===== src/rtl/button_pkg.sv =====
// Shared types and helpers for the push-button conditioner.
package button_pkg;

  // Debounce / hold FSM states.
  typedef enum logic [1:0] {
    IDLE         = 2'd0,
    PRESS_WAIT   = 2'd1,
    HELD         = 2'd2,
    RELEASE_WAIT = 2'd3
  } btn_state_t;

  // Width needed to count up to the larger of the two cycle limits.
  function automatic int cnt_width(input int debounce_cycles, input int long_press_cycles);
    int m;
    m = (debounce_cycles > long_press_cycles) ? debounce_cycles : long_press_cycles;
    return $clog2(m + 1);
  endfunction

endpackage


===== src/rtl/sync_2ff.sv =====
// Two-stage synchronizer bringing an asynchronous level into the clock domain.
module sync_2ff (
  input  logic clock,
  input  logic reset,
  input  logic d,
  output logic q
);

  logic stage1_q;
  logic stage2_q;

  // Shift the raw level through two flops; both clear on reset.
  always_ff @(posedge clock) begin
    if (reset) begin
      stage1_q <= 1'b0;
      stage2_q <= 1'b0;
    end else begin
      stage1_q <= d;
      stage2_q <= stage1_q;
    end
  end

  assign q = stage2_q;

endmodule


===== src/rtl/button_conditioner.sv =====
// Debounces a raw push-button and produces a clean level plus press,
// release and one-shot long-press pulses. All outputs are registered.
module button_conditioner
  import button_pkg::*;
#(
  parameter int DEBOUNCE_CYCLES   = 4,
  parameter int LONG_PRESS_CYCLES = 20
) (
  input  logic clock,
  input  logic reset,
  input  logic btn_raw,
  output logic pressed,
  output logic press,
  output logic release_p,
  output logic long_press
);

  localparam int            CW        = cnt_width(DEBOUNCE_CYCLES, LONG_PRESS_CYCLES);
  localparam logic [CW-1:0] DEB_LAST  = CW'(DEBOUNCE_CYCLES - 1);
  localparam logic [CW-1:0] LONG_LAST = CW'(LONG_PRESS_CYCLES - 1);
  localparam logic [CW-1:0] CNT_MAX   = {CW{1'b1}};

  logic btn_sync;

  btn_state_t    state_q,      state_d;
  logic [CW-1:0] deb_cnt_q,    deb_cnt_d;
  logic [CW-1:0] hold_cnt_q,   hold_cnt_d;
  logic          fired_q,      fired_d;
  logic          pressed_q,    pressed_d;
  logic          press_q,      press_d;
  logic          release_q,    release_d;
  logic          long_q,       long_d;

  // Counters stop at all-ones so they can never wrap into a false event.
  function automatic logic [CW-1:0] sat_inc(input logic [CW-1:0] v);
    return (v == CNT_MAX) ? v : v + 1'b1;
  endfunction

  sync_2ff u_sync (
    .clock (clock),
    .reset (reset),
    .d     (btn_raw),
    .q     (btn_sync)
  );

  // Next-state, counter and pulse logic.
  always_comb begin
    // NOTE: every signal gets a default first so no path leaves it unassigned (no latches).
    state_d    = state_q;
    deb_cnt_d  = deb_cnt_q;
    hold_cnt_d = hold_cnt_q;
    fired_d    = fired_q;
    press_d    = 1'b0;
    release_d  = 1'b0;
    long_d     = 1'b0;

    // Hold time accumulates across release glitches; long press fires once.
    if (state_q == HELD || state_q == RELEASE_WAIT) begin
      hold_cnt_d = sat_inc(hold_cnt_q);
      if (!fired_q && hold_cnt_q >= LONG_LAST) begin
        long_d  = 1'b1;
        fired_d = 1'b1;
      end
    end

    case (state_q)
      IDLE: begin
        if (btn_sync) begin
          if (DEBOUNCE_CYCLES == 1) begin
            state_d    = HELD;
            press_d    = 1'b1;
            hold_cnt_d = '0;
            deb_cnt_d  = '0;
          end else begin
            state_d   = PRESS_WAIT;
            deb_cnt_d = CW'(1);
          end
        end
      end
      PRESS_WAIT: begin
        if (!btn_sync) begin
          state_d   = IDLE;
          deb_cnt_d = '0;
        end else if (deb_cnt_q >= DEB_LAST) begin
          state_d    = HELD;
          press_d    = 1'b1;
          hold_cnt_d = '0;
          deb_cnt_d  = '0;
        end else begin
          deb_cnt_d = sat_inc(deb_cnt_q);
        end
      end
      HELD: begin
        if (!btn_sync) begin
          if (DEBOUNCE_CYCLES == 1) begin
            state_d   = IDLE;
            release_d = 1'b1;
            deb_cnt_d = '0;
          end else begin
            state_d   = RELEASE_WAIT;
            deb_cnt_d = CW'(1);
          end
        end
      end
      RELEASE_WAIT: begin
        if (btn_sync) begin
          state_d   = HELD;
          deb_cnt_d = '0;
        end else if (deb_cnt_q >= DEB_LAST) begin
          state_d   = IDLE;
          release_d = 1'b1;
          deb_cnt_d = '0;
        end else begin
          deb_cnt_d = sat_inc(deb_cnt_q);
        end
      end
      default: begin
        state_d   = IDLE;
        deb_cnt_d = '0;
      end
    endcase

    // Returning to IDLE re-arms the long-press one-shot.
    if (state_d == IDLE) begin
      hold_cnt_d = '0;
      fired_d    = 1'b0;
    end

    pressed_d = (state_d == HELD) || (state_d == RELEASE_WAIT);
  end

  // State and output registers with synchronous reset.
  always_ff @(posedge clock) begin
    // NOTE: sequential state uses non-blocking assignments so all flops update together.
    if (reset) begin
      state_q    <= IDLE;
      deb_cnt_q  <= '0;
      hold_cnt_q <= '0;
      fired_q    <= 1'b0;
      pressed_q  <= 1'b0;
      press_q    <= 1'b0;
      release_q  <= 1'b0;
      long_q     <= 1'b0;
    end else begin
      state_q    <= state_d;
      deb_cnt_q  <= deb_cnt_d;
      hold_cnt_q <= hold_cnt_d;
      fired_q    <= fired_d;
      pressed_q  <= pressed_d;
      press_q    <= press_d;
      release_q  <= release_d;
      long_q     <= long_d;
    end
  end

  assign pressed    = pressed_q;
  assign press      = press_q;
  assign release_p  = release_q;
  assign long_press = long_q;

endmodule


===== config.mk =====
export PLATFORM = sky130hd
export DESIGN_NAME = button_conditioner
export DESIGN_NICKNAME = d
export VERILOG_FILES = /design/src/rtl/button_pkg.sv /design/src/rtl/sync_2ff.sv /design/src/rtl/button_conditioner.sv
export SDC_FILE = /design/constraint.sdc
export NUM_CORES = 1
export LEC_CHECK = 0
export BUFFER_PORTS_ARGS = -buffer_cell sky130_fd_sc_hd__buf_2
export CAP_MARGIN = 15
export CORE_MARGIN = 2
export CORE_UTILIZATION = 48
export CTS_CLUSTER_DIAMETER = 150
export DETAILED_ROUTE_END_ITERATION = 12
export PLACE_DENSITY = 0.69
export SKIP_LAST_GASP = 1
export SLEW_MARGIN = 20
export SYNTH_ARGS = -nofsm -noshare
export SYNTH_HDL_FRONTEND = slang
export SYNTH_SLANG_ARGS = --single-unit

===== constraint.sdc =====
create_clock -name clock -period 1.8 [get_ports clock]
set_clock_uncertainty 0.1 [all_clocks]
set_input_delay 0.36 -clock clock [delete_from_list [all_inputs] [get_ports clock]]
set_output_delay 0.36 -clock clock [all_outputs]
set_load 0.01 [all_outputs]

After elaboration in Yosys (flattened, before gate mapping)
Cells that the tools add are included.

storage, ports and cells
  word-level logic and storage cells = 60
  output and inout bits = 4
  input bits = 3
  flip-flop bits (word level) = 19

operators by class
  add/subtract/negate cells = 2
  magnitude comparators = 2
  bitwise logic cells = 4
  mux-type cells = 21
  equal/unequal tests = 9
  reductions and logical operators = 12

operators with widths
  kind                                                  count
  two-way mux 5 bit                                     11
  one-hot mux 5 bit (4 select lines)                    1
  two-way mux 2 bit                                     6
  adder 5 x 1 -> 5 bit (second input constant)          2
  equality test 5 bit (second input constant)           2
  equality test 2 bit (second input constant)           4
  one-hot mux 2 bit (4 select lines)                    1
  OR reduction 3 bit                                    2
  >= comparator 5 x 2 -> 1 bit (second input constant)  1
  >= comparator 5 bit (second input constant)           1
  logical NOT 2 bit                                     2
  NOT 1 bit                                             4
  AND reduction 2 bit                                   2
  OR reduction 2 bit                                    2
  equality test 2 x 1 -> 1 bit (second input constant)  1
  logical OR 1 bit                                      2
  two-way mux 1 bit                                     2
  != test 2 x 1 -> 1 bit (second input constant)        1
  != test 2 bit (second input constant)                 1
  logical AND 1 bit                                     1
  logical NOT 1 bit                                     1

Depth between registers and ports, before layout
  word-level depth = 6
  mapped depth = 5

Hierarchy
Synthesis repeated with hierarchy kept, for this count alone.

unflattened totals
  cells, all modules = 75
  area, all modules = 783.3 µm²

modules (own cells, without submodules)
  module              area an instance (µm²)  cells each  times used  sequential area each (µm²)
  button_conditioner  730.7                   71          1           320.3
  sync_2ff            52.6                    4           1           40.0

Worst setup path before layout
No wires, ideal clock.

  path type = reg-to-reg
  start point = register deb_cnt_q[0]
  end point = register hold_cnt_q[2]
  required time = 1.612 ns
  slack = 0.021 ns
  library setup time = 0.088 ns
  data arrival time = 1.591 ns
  stages on the path, launching flop included = 6
  period minus slack after synthesis = 1.779 ns
  path through = dfxtp_1 ha_1 or4_4 o311ai_4 o21ai_2 a311oi_2

on the way
  word-level cells in the longest chain between the ends = 6

RTL lines
  what                                         line                                                 source
  start: declaration                           button_conditioner.sv:26                             logic [CW-1:0] deb_cnt_q, deb_cnt_d;
  start signal: assignment                     button_conditioner.sv:146                            deb_cnt_q <= deb_cnt_d;
  >= comparator 5 x 2 -> 1 bit (*)             button_conditioner.sv:84, button_conditioner.sv:109
  two-way mux 2 bit, on equally long branches  button_conditioner.sv:109, button_conditioner.sv:84
  two-way mux 2 bit, on equally long branches  button_conditioner.sv:106, button_conditioner.sv:81
  one-hot mux 2 bit (4 select lines)           button_conditioner.sv:66                             case (state_q)
  logical NOT 2 bit                            button_conditioner.sv:124                            if (state_d == IDLE) begin
  OR reduction 2 bit (no source line)          n/a
  end signal: assignment                       button_conditioner.sv:147                            hold_cnt_q <= hold_cnt_d;
  end: declaration                             button_conditioner.sv:27                             logic [CW-1:0] hold_cnt_q, hold_cnt_d;

Mark *: on every way between the ends. The rest lies on a longest branch, timed or not.
A chain may end at the register's enable or synchronous reset.

Worst setup path after layout
  start point = register deb_cnt_q[1]
  end point = register hold_cnt_q[2]

Same word-level chain as after synthesis.

==> reports/qor.yml <==
run_status:
  outcome: "finished clean"
critical_path:
  ff2ff_setup_slack_ns: 0.05
  crit_fanout: 4
  critPathKind: "reg -> reg"
  r2r-end: "hold_cnt_q[2]$_SDFF_PP0_"
  timing.rr.start: "deb_cnt_q[1]$_SDFFE_PP0P_"
  required_ns: 1.91
  setup.worst_path.end: "hold_cnt_q[2]$_SDFF_PP0_"
  reg2reg_depth: 5
  critical_path.startpoint: "deb_cnt_q[1]$_SDFFE_PP0P_"
  critPathCaptureType: "register"
  arrival_ns: 1.85
  start_kind: "register"
synthesis:
  syn-instance-count: 68
  avgSynthCellArea_um2: 10.6
  ys.flop_type: "dfxtp_1"
  yosys_warnings: 0
  synth_edf_count: 0
  syn_area_um2: 719
  synth.distinct_cells: 28
  ys_seq_area_share_pct: 50.1
  synth_seq_cells: 18
  syn_nets: 73
  async_flop_share_pct: 0
global_routing:
  first_global_vias: 475
  grt_use_total_pct: 14.3
  grt-ovfl-total: 0
  antenna_found_initial: 0
  grt_max_degree: 11
  grt_first_pass_wirelength_um: 1940
timing:
  rsz0062_at_grt: "yes"
  setup_viol: 0
  maxClockFrequency_mhz: 573
  finalHoldViolations: 0
  slew_viol_final: 0
  max-slew-margin-rel_pct: 69.4
  worst_slack_ns: 0.0544
  period_needed_ns: 1.75
  tightest_slew_ns: 0.454
  fin_crit_sh_pct: 97.0
placed_design:
  dp_hpwl_um: 829
  place.port_buffers: 6
  routabilityCongestion: 0.759
  pre_cts_ws_ns: -0.00717
clock_tree:
  clkTransAtPathRegs_ns: 0.10
  ctsLongestPathBuffers: 2
  clock_sinks: 18
  insertion_delay_ns: 0.29
  cts-hold-fix-buffers: 0
  htreeDepth: 1
  root_buffer: "clkbuf_4"
  cts_tree: "done"
  numCtsBuffers: 3
worst_hold_path:
  min_path_type: "in -> reg"
power:
  power_density_mw_per_mm2: 790
  fin_total_pwr_mw: 0.667
  p_int_mw: 0.537
  vdd_drop_max_uv: 574
  leakagePower_nw: 0.346
  switchingPower_mw: 0.130
  switching_share_pct: 19.4
  clkPwrFrac_pct: 36.0
  seq_power_share_pct: 60.7
  p_comb_share_pct: 3.4
detailed_routing:
  drtAntennaViolNets: 0
  first_pass_iters: 4
  post_drt_wl_per_cell_um: 11.3
  route.vias.total: 525
  viasPerCell: 5.41
  dr.first_iter.drc_count: 7
  drc_errors: 0
  drt_wl_total_um: 1100
layout:
  drive_gt1_share_pct: 29.3
  diodes: 0
  layout_commonest_cell: "dfxtp_1"
  syn_to_final_growth_pct: 17.4
  nNetsFinal: 88
  layout_common_cells: "17 x dfxtp_1, 6 x nor2_1, 6 x buf_2, 6 x buf_4, 5 x nor3_1"
die:
  dieArea_mm2: 0.00182
  fp.dieW_um: 42.7
  io_pins: 7
  core_mm2: 0.00135
  initial_core_util_pct: 53.3
  rows: 13
  die_h_um: 42.7
run:
  max_cap_violations: 0
==> layer usage <==
metal	routed length [um]	vias up	GRT usage (%)
li1	-	278	-
met1	536	234	18.0
met2	494	9	21.2
met3	36	4	2.55
met4	29	0	11.3
met5	0	-	0
==> final cells by class <==
type | instances | area (um2)
Timing Repair Buffer | 12 | 75.1
Clock buffer | 4 | 36.3
Multi-Input combinational cell | 47 | 349
Tap cell | 15 | 18.8
Sequential cell | 18 | 362
Fill cell | 117 | 505
Inverter | 1 | 3.75
==> flip-flops by register name, indices dropped and copies added (netlist names) <==
name and count:
deb_cnt_q 5, hold_cnt_q 5, state_q 2, fired_q 1, long_press 1, press 1, release_p 1, u_sync.q 1
u_sync.stage1_q 1
==> kinds of logic (layout without fill, tap and decap cells) <==
logic type / count (synthesis) / after routing / share of synthesized area, %
AOI/OAI and AO/OA: 12 / 12 / 16.2
xor gates and xnor gates: 2 / 2 / 2.44
adders and majority gates: 2 / 2 / 3.48
buffers and inverters: 3 / 17 / 1.74
DFF: 18 / 18 / 50.1
muxes: 2 / 2 / 2.78
and+or+nand+nor: 29 / 29 / 23.3
==> cells in the mapped netlist, types with 2 or more instances <==
master | instances | area, um2
o21ai_2 | 2 | 17.5
and3_1 | 2 | 12.5
nand2b_1 | 2 | 12.5
nor2_1 | 6 | 22.5
nor3_1 | 5 | 25.0
nor2b_1 | 3 | 18.8
a21oi_1 | 3 | 15.0
ha_1 | 2 | 25.0
nand2_1 | 2 | 7.51
dfxtp_1 | 18 | 360
a41oi_1 | 2 | 17.5
mux2i_1 | 2 | 20.0
and2_1 | 4 | 25.0
==> how the worst min path moves through the flow <==
stage	startpoint	end	slack, ns	cells past startpoint
CTS	btn_raw	u_sync.stage1_q$_SDFF_PP0_	0.19	2
finish	btn_raw	u_sync.stage1_q$_SDFF_PP0_	0.19	2
floorplan	fired_q$_SDFFE_PP0P_	long_press$_SDFF_PP0_	0.30	1
global placement	fired_q$_SDFFE_PP0P_	long_press$_SDFF_PP0_	0.30	1
global route	btn_raw	u_sync.stage1_q$_SDFF_PP0_	0.20	2
detailed placement	u_sync.stage1_q$_SDFF_PP0_	u_sync.q$_SDFF_PP0_	0.33	1
==> critical path: stages (launching register included) <==
cell	delay, ns
dfxtp_2	0.34
ha_2	0.16
or4_4	0.46
o311ai_4	0.24
o21ai_2	0.13
a311oi_2	0.23
==> repair_timing <==
item / CTS / global route
setup endpoints to repair: 3 / 4
endpoints found under the hold margin: 0 / 0
setup buffers: 1 / 0
pin swaps: 1 / 0
resized for setup: 0 / 2
==> power by group through the flow <==
stage / registers [mW] / clock network (mW) / logic (mW)
global placement: 0.414 / 0 / 0.0210
global route: 0.405 / 0.269 / 0.0252
CTS: 0.405 / 0.252 / 0.0225
floorplan: 0.414 / 0 / 0.0130
finish: 0.405 / 0.240 / 0.0224
detailed placement: 0.414 / 0 / 0.0217
==> through the flow <==
stage               TNS [ns]  instances  util (%)  area, um2  hold WS [ns]
finish                     0         97      62.6        845         0.191
global placement           0         92      59.0        797         0.303
detailed placement  -0.00717         92      59.0        797         0.325
CTS                        0         97      62.3        841         0.193
global route        -0.00392         97      62.6        845         0.201
floorplan                  0         68         -        719         0.298
(Power assumes the default switching activity.)
